`src/rtl/pc_seq_pkg.sv`:
```
// Shared types and constants for the fetch PC sequencer.
package pc_seq_pkg;

    typedef enum logic [1:0] {
        BOOT     = 2'd0,
        RUN      = 2'd1,
        REDIRECT = 2'd2,
        HALT     = 2'd3
    } pc_seq_state_e;

    localparam int INSTR_BYTES = 4;

endpackage

```
`src/rtl/pc_sequencer_sat_counter.sv`:
```
// Saturating up-counter: increments on inc, sticks at all-ones.
module sat_counter #(
    parameter int W = 16
) (
    input  logic         clk,
    input  logic         rst_n,
    input  logic         inc,
    output logic [W-1:0] cnt
);

    always_ff @(posedge clk or negedge rst_n) begin
        if (!rst_n)
            cnt <= '0;
        else if (inc && (cnt != {W{1'b1}}))
            cnt <= cnt + 1'b1;
    end

endmodule

```
`src/rtl/pc_sequencer.sv`:
```
// Fetch PC owner: sequences PC from EX branch resolution, drives IF/ID and
// ID/EX pipeline controls, and handles load-use stall, boot and halt.
module pc_sequencer
    import pc_seq_pkg::*;
#(
    parameter int              PC_W     = 9,
    parameter logic [PC_W-1:0] RESET_PC = '0,
    parameter int              CNT_W    = 16
) (
    input  logic             clk,
    input  logic             rst_n,
    input  logic             stall,
    input  logic             pc_sel,
    input  logic [31:0]      br_pc,
    input  logic             halt_req,
    input  logic             resume,
    output logic [PC_W-1:0]  pc,
    output logic             pc_en,
    output logic             if_id_en,
    output logic             if_id_flush,
    output logic             id_ex_flush,
    output logic             halted,
    output logic             misalign_err,
    output logic [CNT_W-1:0] taken_cnt
);

    pc_seq_state_e   state, state_nxt;
    logic [PC_W-1:0] pc_nxt;
    logic [PC_W-1:0] pc_plus;
    logic [PC_W-1:0] br_target;
    logic            redirect;
    logic            unused_br_hi;

    // Upper target bits lie outside the instruction address space.
    assign unused_br_hi = ^br_pc[31:PC_W];

    assign pc_plus   = pc + PC_W'(INSTR_BYTES);
    assign br_target = {br_pc[PC_W-1:2], 2'b00};
    assign halted    = (state == HALT);

    always_ff @(posedge clk or negedge rst_n) begin
        if (!rst_n) begin
            state <= BOOT;
            pc    <= RESET_PC;
        end else begin
            state <= state_nxt;
            if (pc_en)
                pc <= pc_nxt;
        end
    end

    always_comb begin
        state_nxt   = state;
        pc_nxt      = pc_plus;
        pc_en       = 1'b0;
        if_id_en    = 1'b0;
        if_id_flush = 1'b0;
        id_ex_flush = 1'b0;
        redirect    = 1'b0;
        case (state)
            BOOT: begin
                if_id_flush = 1'b1;
                id_ex_flush = 1'b1;
                state_nxt   = RUN;
            end
            RUN, REDIRECT: begin
                // In REDIRECT the EX slot holds a flushed bubble, so pc_sel is stale.
                if ((state == RUN) && pc_sel) begin
                    redirect    = 1'b1;
                    pc_en       = 1'b1;
                    pc_nxt      = br_target;
                    if_id_flush = 1'b1;
                    id_ex_flush = 1'b1;
                    state_nxt   = REDIRECT;
                end else if (halt_req) begin
                    id_ex_flush = 1'b1;
                    state_nxt   = HALT;
                end else if (stall) begin
                    id_ex_flush = 1'b1;
                    state_nxt   = RUN;
                end else begin
                    pc_en     = 1'b1;
                    if_id_en  = 1'b1;
                    state_nxt = RUN;
                end
            end
            HALT: begin
                id_ex_flush = 1'b1;
                if (resume)
                    state_nxt = RUN;
            end
            default: state_nxt = BOOT;
        endcase
    end

    always_ff @(posedge clk or negedge rst_n) begin
        if (!rst_n)
            misalign_err <= 1'b0;
        else if (redirect && (br_pc[1:0] != 2'b00))
            misalign_err <= 1'b1;
    end

    sat_counter #(.W(CNT_W)) u_taken_cnt (
        .clk   (clk),
        .rst_n (rst_n),
        .inc   (redirect),
        .cnt   (taken_cnt)
    );

endmodule

```
`config.mk`:
```
export PLATFORM = sky130hd
export DESIGN_NAME = pc_sequencer
export DESIGN_NICKNAME = d
export VERILOG_FILES = /design/src/rtl/pc_seq_pkg.sv /design/src/rtl/pc_sequencer_sat_counter.sv /design/src/rtl/pc_sequencer.sv
export SDC_FILE = /design/constraint.sdc
export NUM_CORES = 1
export LEC_CHECK = 0
export ABC_AREA = 1
export CORE_ASPECT_RATIO = 1.4
export CORE_UTILIZATION = 44
export CTS_CLUSTER_DIAMETER = 120
export DETAILED_ROUTE_END_ITERATION = 8
export PLACE_DENSITY = 0.86
export SETUP_SLACK_MARGIN = 0.3
export SLEW_MARGIN = 10
export SYNTH_ARGS = -nofsm -noshare
export SYNTH_HDL_FRONTEND = slang
export SYNTH_HIERARCHICAL = 1
export SYNTH_SLANG_ARGS = --single-unit
export TNS_END_PERCENT = 30
```
`constraint.sdc`:
```
create_clock -name clk -period 2.3 [get_ports clk]
set_input_delay 0.345 -clock clk [delete_from_list [all_inputs] [get_ports clk]]
set_output_delay 0.345 -clock clk [all_outputs]
set_load 0.02 [all_outputs]
```
---- After elaboration in Yosys (flattened, before gate mapping) ----
Index checks and enable logic that the tools add are counted.
word-level totals
  register bits after elaboration ......... 28
  input bits .............................. 38
operators by class
  add/sub/neg operators ................... 2
  equality and inequality tests ........... 5
  multiplexer cells ....................... 19
  reduce and logical (&&, ||, !) cells .... 7
operator list
  kind                                                                    number
  9-bit two-way mux                                                       2
  16-bit by 1-bit adder with 16-bit output (second input constant)        1
  16-bit inequality test (second input constant)                          1
  1-bit two-way mux                                                       11
  9-bit by 3-bit adder with 9-bit output (second input constant)          1
  2-bit two-way mux                                                       3
  2-bit case mux with 3 select lines                                      1
  2-bit equality test (second input constant)                             2
  1-bit case mux with 2 select lines                                      2
  2-bit OR reduction                                                      2
  1-bit logical AND                                                       3
  2-bit by 1-bit equality test with 1-bit output (second input constant)  1
  2-bit zero test                                                         1
  2-bit inequality test (second input constant)                           1
  2-bit nonzero test                                                      1

---- Depth between registers and ports, before layout ----
  word-level depth ........................ 5
  depth in mapped cells ................... 12
  gate-level depth less buffers ........... 12

---- Hierarchy ----
Netlist, hierarchy kept.
modules (own cells, without submodules)
  module        instances  cells an instance  area an instance (µm²)
  sat_counter   1          149                1,058.5
  pc_sequencer  1          104                714.4

---- Least setup slack after synthesis ----
No wires, ideal clock.
  path type ............................... register to output
  start point ............................. register state[0]
  end point ............................... output port id_ex_flush
  arrival time ............................ 1,466 ps
  path slack .............................. 489 ps
  cell stages (with the launch flop) ...... 8
  path through ............................ dfrtp_1 > inv_1 > ha_1 > inv_2 > nor2_1 > nand2_1 > nor2_1 > inv_1
between the ends
  longest elaborated chain between the ends .. 4
  elaborated cells between the ends (all ways) .. 9
  classes of those cells .................. 3 x eq/ne; 2 x mux; 4 x reduce/logical
RTL lines
  what                                            line                                    text
  from (decl)                                     pc_sequencer.sv:27                      pc_seq_state_e state, state_nxt;
  from (signal assigned)                          pc_sequencer.sv:46                      state <= state_nxt;
  2-bit by 1-bit equality test with 1-bit output  pc_sequencer.sv:60, pc_sequencer.sv:68
  1-bit logical AND                               pc_sequencer.sv:68                      if ((state == RUN) && pc_sel) begin
  1-bit two-way mux                               pc_sequencer.sv:68
  1-bit case mux with 2 select lines (*)          pc_sequencer.sv:60                      case (state)
  to (decl)                                       pc_sequencer.sv:21                      output logic id_ex_flush,
Every way passes the cells marked *; elsewhere a longest branch is shown, timed or not.

---- Worst setup path in the final report ----
  start point ............................. register state[1]
  end point ............................... output port pc_en
between the ends
  longest elaborated chain between the ends .. 4
  elaborated cells between the ends (all ways) .. 6
  classes of those cells .................. 2 x eq/ne; 2 x mux; 2 x reduce/logical
RTL lines
  what                                            line                                    text
  2-bit by 1-bit equality test with 1-bit output  pc_sequencer.sv:60, pc_sequencer.sv:68
  1-bit logical AND                               pc_sequencer.sv:68
  1-bit two-way mux                               pc_sequencer.sv:68
  1-bit two-way mux (*)                           pc_sequencer.sv:60
  to (decl)                                       pc_sequencer.sv:18                      output logic pc_en,
Marks and branches as above.

==> impl_metrics.ini <==
[status]
status = completed

[place]
gp_congestion = 0.811
detailed_place_hpwl_um = 2970
buffer_ports.inserted = 43

[worst_setup_path]
critPathCaptureType = output pin
cpMaxStageDelayCell = dfrtp_1
critPathMaxFanout = 4
critPathRequiredTime_ns = 1.96
crit_type = reg2out
critPathArrivalTime_ns = 1.54
cpPeakStageDelay_ns = 0.39
setup.reg_to_reg.worst_slack_ns = 0.62
crit_path_cell_trace = inv_1 > ha_1 > nand2_1 > inv_1 > nand2_2 > nand2_2 > clkbuf_2
crit_path_start_kind = register

[detailed_routing]
dr.pass1.iters = 4
drt_wl_total_um = 4140
final_antenna_net_count = 0
detailroute.via_count = 1752
detail_route.wl_per_cell_um = 12.1
drc = 0
detail_route.vias_per_cell = 5.12
dr.first_iter.drc_count = 61

[flow_run]
maxCapViolCount = 0

[logic_synthesis]
synth_top_area_cell = dfrtp_1
area_share_of_xor_xnor_cells_in_the_synthesized_design_pct = 2.96
synth_cell_types = 25
synth_warnings = 6
netlist_instances = 253
main_combinational_cell_family_by_area_after_synthesis = simple AND/OR/NAND/NOR gates
synth_top_area_share_pct = 36.7
syn_area_per_cell_sq_um = 7.01
synth-seq-area-share_pct = 36.7
postSynthRegisterBits = 26
synth_async_sr_flop_share_pct = 100
synth_compound_gate_area_share_pct = 7.34
synthesis.area_sq_mm = 0.00177
ys_dominant_reg_cell = dfrtp_1
muxShareOfSynthArea_pct = 0
synth_simple_gate_area_share_pct = 39.4
fraction_of_the_mapped_netlist_area_in_adder_cells_pct = 4.23
synth_edf_count = 0
ys_top_cells_by_count = nand2_1, nor2_1, dfrtp_1, inv_1, nand3_1
yosys.cell_count.top_type = nand2_1
cell_types_occupying_the_most_area_after_synthesis = dfrtp_1, nand2_1, nor2_1

[clock_network]
ctsLongestPathBuffers = 2
clk_latency_worst_skew_pair_ns = 0.27
tritoncts_clock_tree = built
sink_count_of_the_clock_tree = 26
clkTransAtPathRegs_ns = 0.09
ctsHoldBuffers = 0
cts_made_buffers = 3
cts_htree_levels = 1
clk_root_buffer_cell = clkbuf_8

[final_layout]
area_growth_syn_to_layout_pct = 29.4
post_route_cells_drive_above_1_share_pct = 12.3
layout.nets = 345
final_core_util_pct = 61.3
ant_diodes = 0

[worst_hold_path]
kind_of_path_behind_the_tightest_hold_check = in2async

[global_route]
grt_pass1_wl_um = 7130
grt_antenna_before_repair = 0
globalRouteOverflowTotal = 0
groute.usage.overall_pct = 20.4
grt_max_degree = 27
first_global_vias = 1680

[floorplanning]
die_area_sq_mm = 0.00429
die_w_um = 55.7
placementRows = 26
initial_core_util_pct = 47.4
io_pins = 69
core_area_sq_mm = 0.00374
die_span_in_y_um = 77.1

[sta]
totalNegativeSetupSlack_ns = 0
tcrit_tclk_final_pct = 82.0
final-hold-violation-count = 0
rsz0062_at_grt = true
skew_ns = 0.00133
setup_viol_count_final = 0
timing.final.max_slew_violations = 0
max_clock_freq_ghz = 0.530
final_period_minus_worst_setup_slack_ns = 1.89

[power]
power_density_mw_per_mm2 = 1040
vdd_ir_drop_max_mv = 0.679
static-leakage-power_nw = 1.07
[per-layer routing]
layer,vias up,GRT usage [%],part of all wire [%]
met2,66,37.2,50
met4,0,10.0,1.8
met5,-,0,0
met1,801,23.2,43
li1,876,-,-
met3,9,2.02,5.3
[final cells by class]
type,instances,area (sq um)
Tap cell,42,52.6
Timing Repair Buffer,48,448
Multi-Input combinational cell,193,978
Inverter,29,109
Sequential cell,26,651
Clock buffer,4,55.1
Fill cell,345,1450
[stage by stage]
| step | std cells | hold WS, ns | total power, W | cell area (sq um) | setup slack, ns |
|---|---|---|---|---|---|
| 2_1_floorplan | 254 | 0.0494 | 0.00161 | 1780 | 0.489 |
| 3_3_place_gp | 336 | 0.463 | 0.00203 | 2230 | 0.163 |
| 3_5_place_dp | 336 | 0.470 | 0.00206 | 2230 | 0.133 |
| 4_1_cts | 342 | 0.454 | 0.00240 | 2310 | 0.288 |
| 5_1_grt | 342 | 0.468 | 0.00257 | 2290 | 0.265 |
| 6_report | 342 | 0.439 | 0.00238 | 2290 | 0.413 |
[path summary, 6_finish.rpt]
kind,depth (start not counted),startpoint,to
worst min register to register,1,misalign_err,misalign_err
min in group clk,1,misalign_err,misalign_err
worst min-delay path,2,rst_n,pc[3]
worst max-delay path,7,state[1],pc_en
max in group asynchronous,2,rst_n,u_taken_cnt/cnt[13]
worst max register to register,8,u_taken_cnt/cnt[0],u_taken_cnt/cnt[10]
[what timing repair did]
action / in CTS / in global routing
resized for setup: 9 / 5
setup endpoints to repair: 4 / 4
buffers inserted: 2 / 0
[cell usage in the layout (no fill, tap or decap), types with 3 or more instances in the layout]
cell type / netlist / final
buf_4: 2 / 5
clkbuf_2: 0 / 4
clkbuf_8: 0 / 4
clkdlybuf4s50_1: 0 / 39
dfrtp_1: 26 / 26
ha_1: 6 / 5
inv_1: 26 / 26
inv_2: 3 / 3
nand2_1: 91 / 91
nand2_2: 6 / 6
nand3_1: 15 / 15
nand4_1: 5 / 5
nor2_1: 29 / 28
nor2_2: 5 / 6
nor2_4: 4 / 4
o21ai_0: 12 / 12
o21bai_1: 3 / 3
xnor2_1: 5 / 5
[worst max-delay path: cells and delay by family, from the launching register on]
kind,cells,cell delay [ns]
buf+inv,3,0.42
flops,1,0.39
simple gates,3,0.29
fa+ha+maj,1,0.17
[state kept, by name, summed over array words and instances, names as in the netlist]
register / cells
pc: 7
state: 2
u_taken_cnt/cnt: 16
misalign_err: 1
[report_power, final]
part | internal [W] | switching (W)
Sequential | 0.000596 | 0.000178
Clock | 0.000153 | 0.000143
Combinational | 0.000551 | 0.000756
Total | 0.00130 | 0.00108
[cells by family (layout without fill, tap and decap cells)]
| family | after synthesis | after routing |
|---|---|---|
| other cells | 1 | 2 |
| flops | 26 | 26 |
| simple gates | 157 | 157 |
| fa+ha+maj | 6 | 6 |
| buf+inv | 35 | 81 |
| compound gates | 22 | 22 |
| xor+xnor | 6 | 6 |
(Power assumes the default switching activity.)
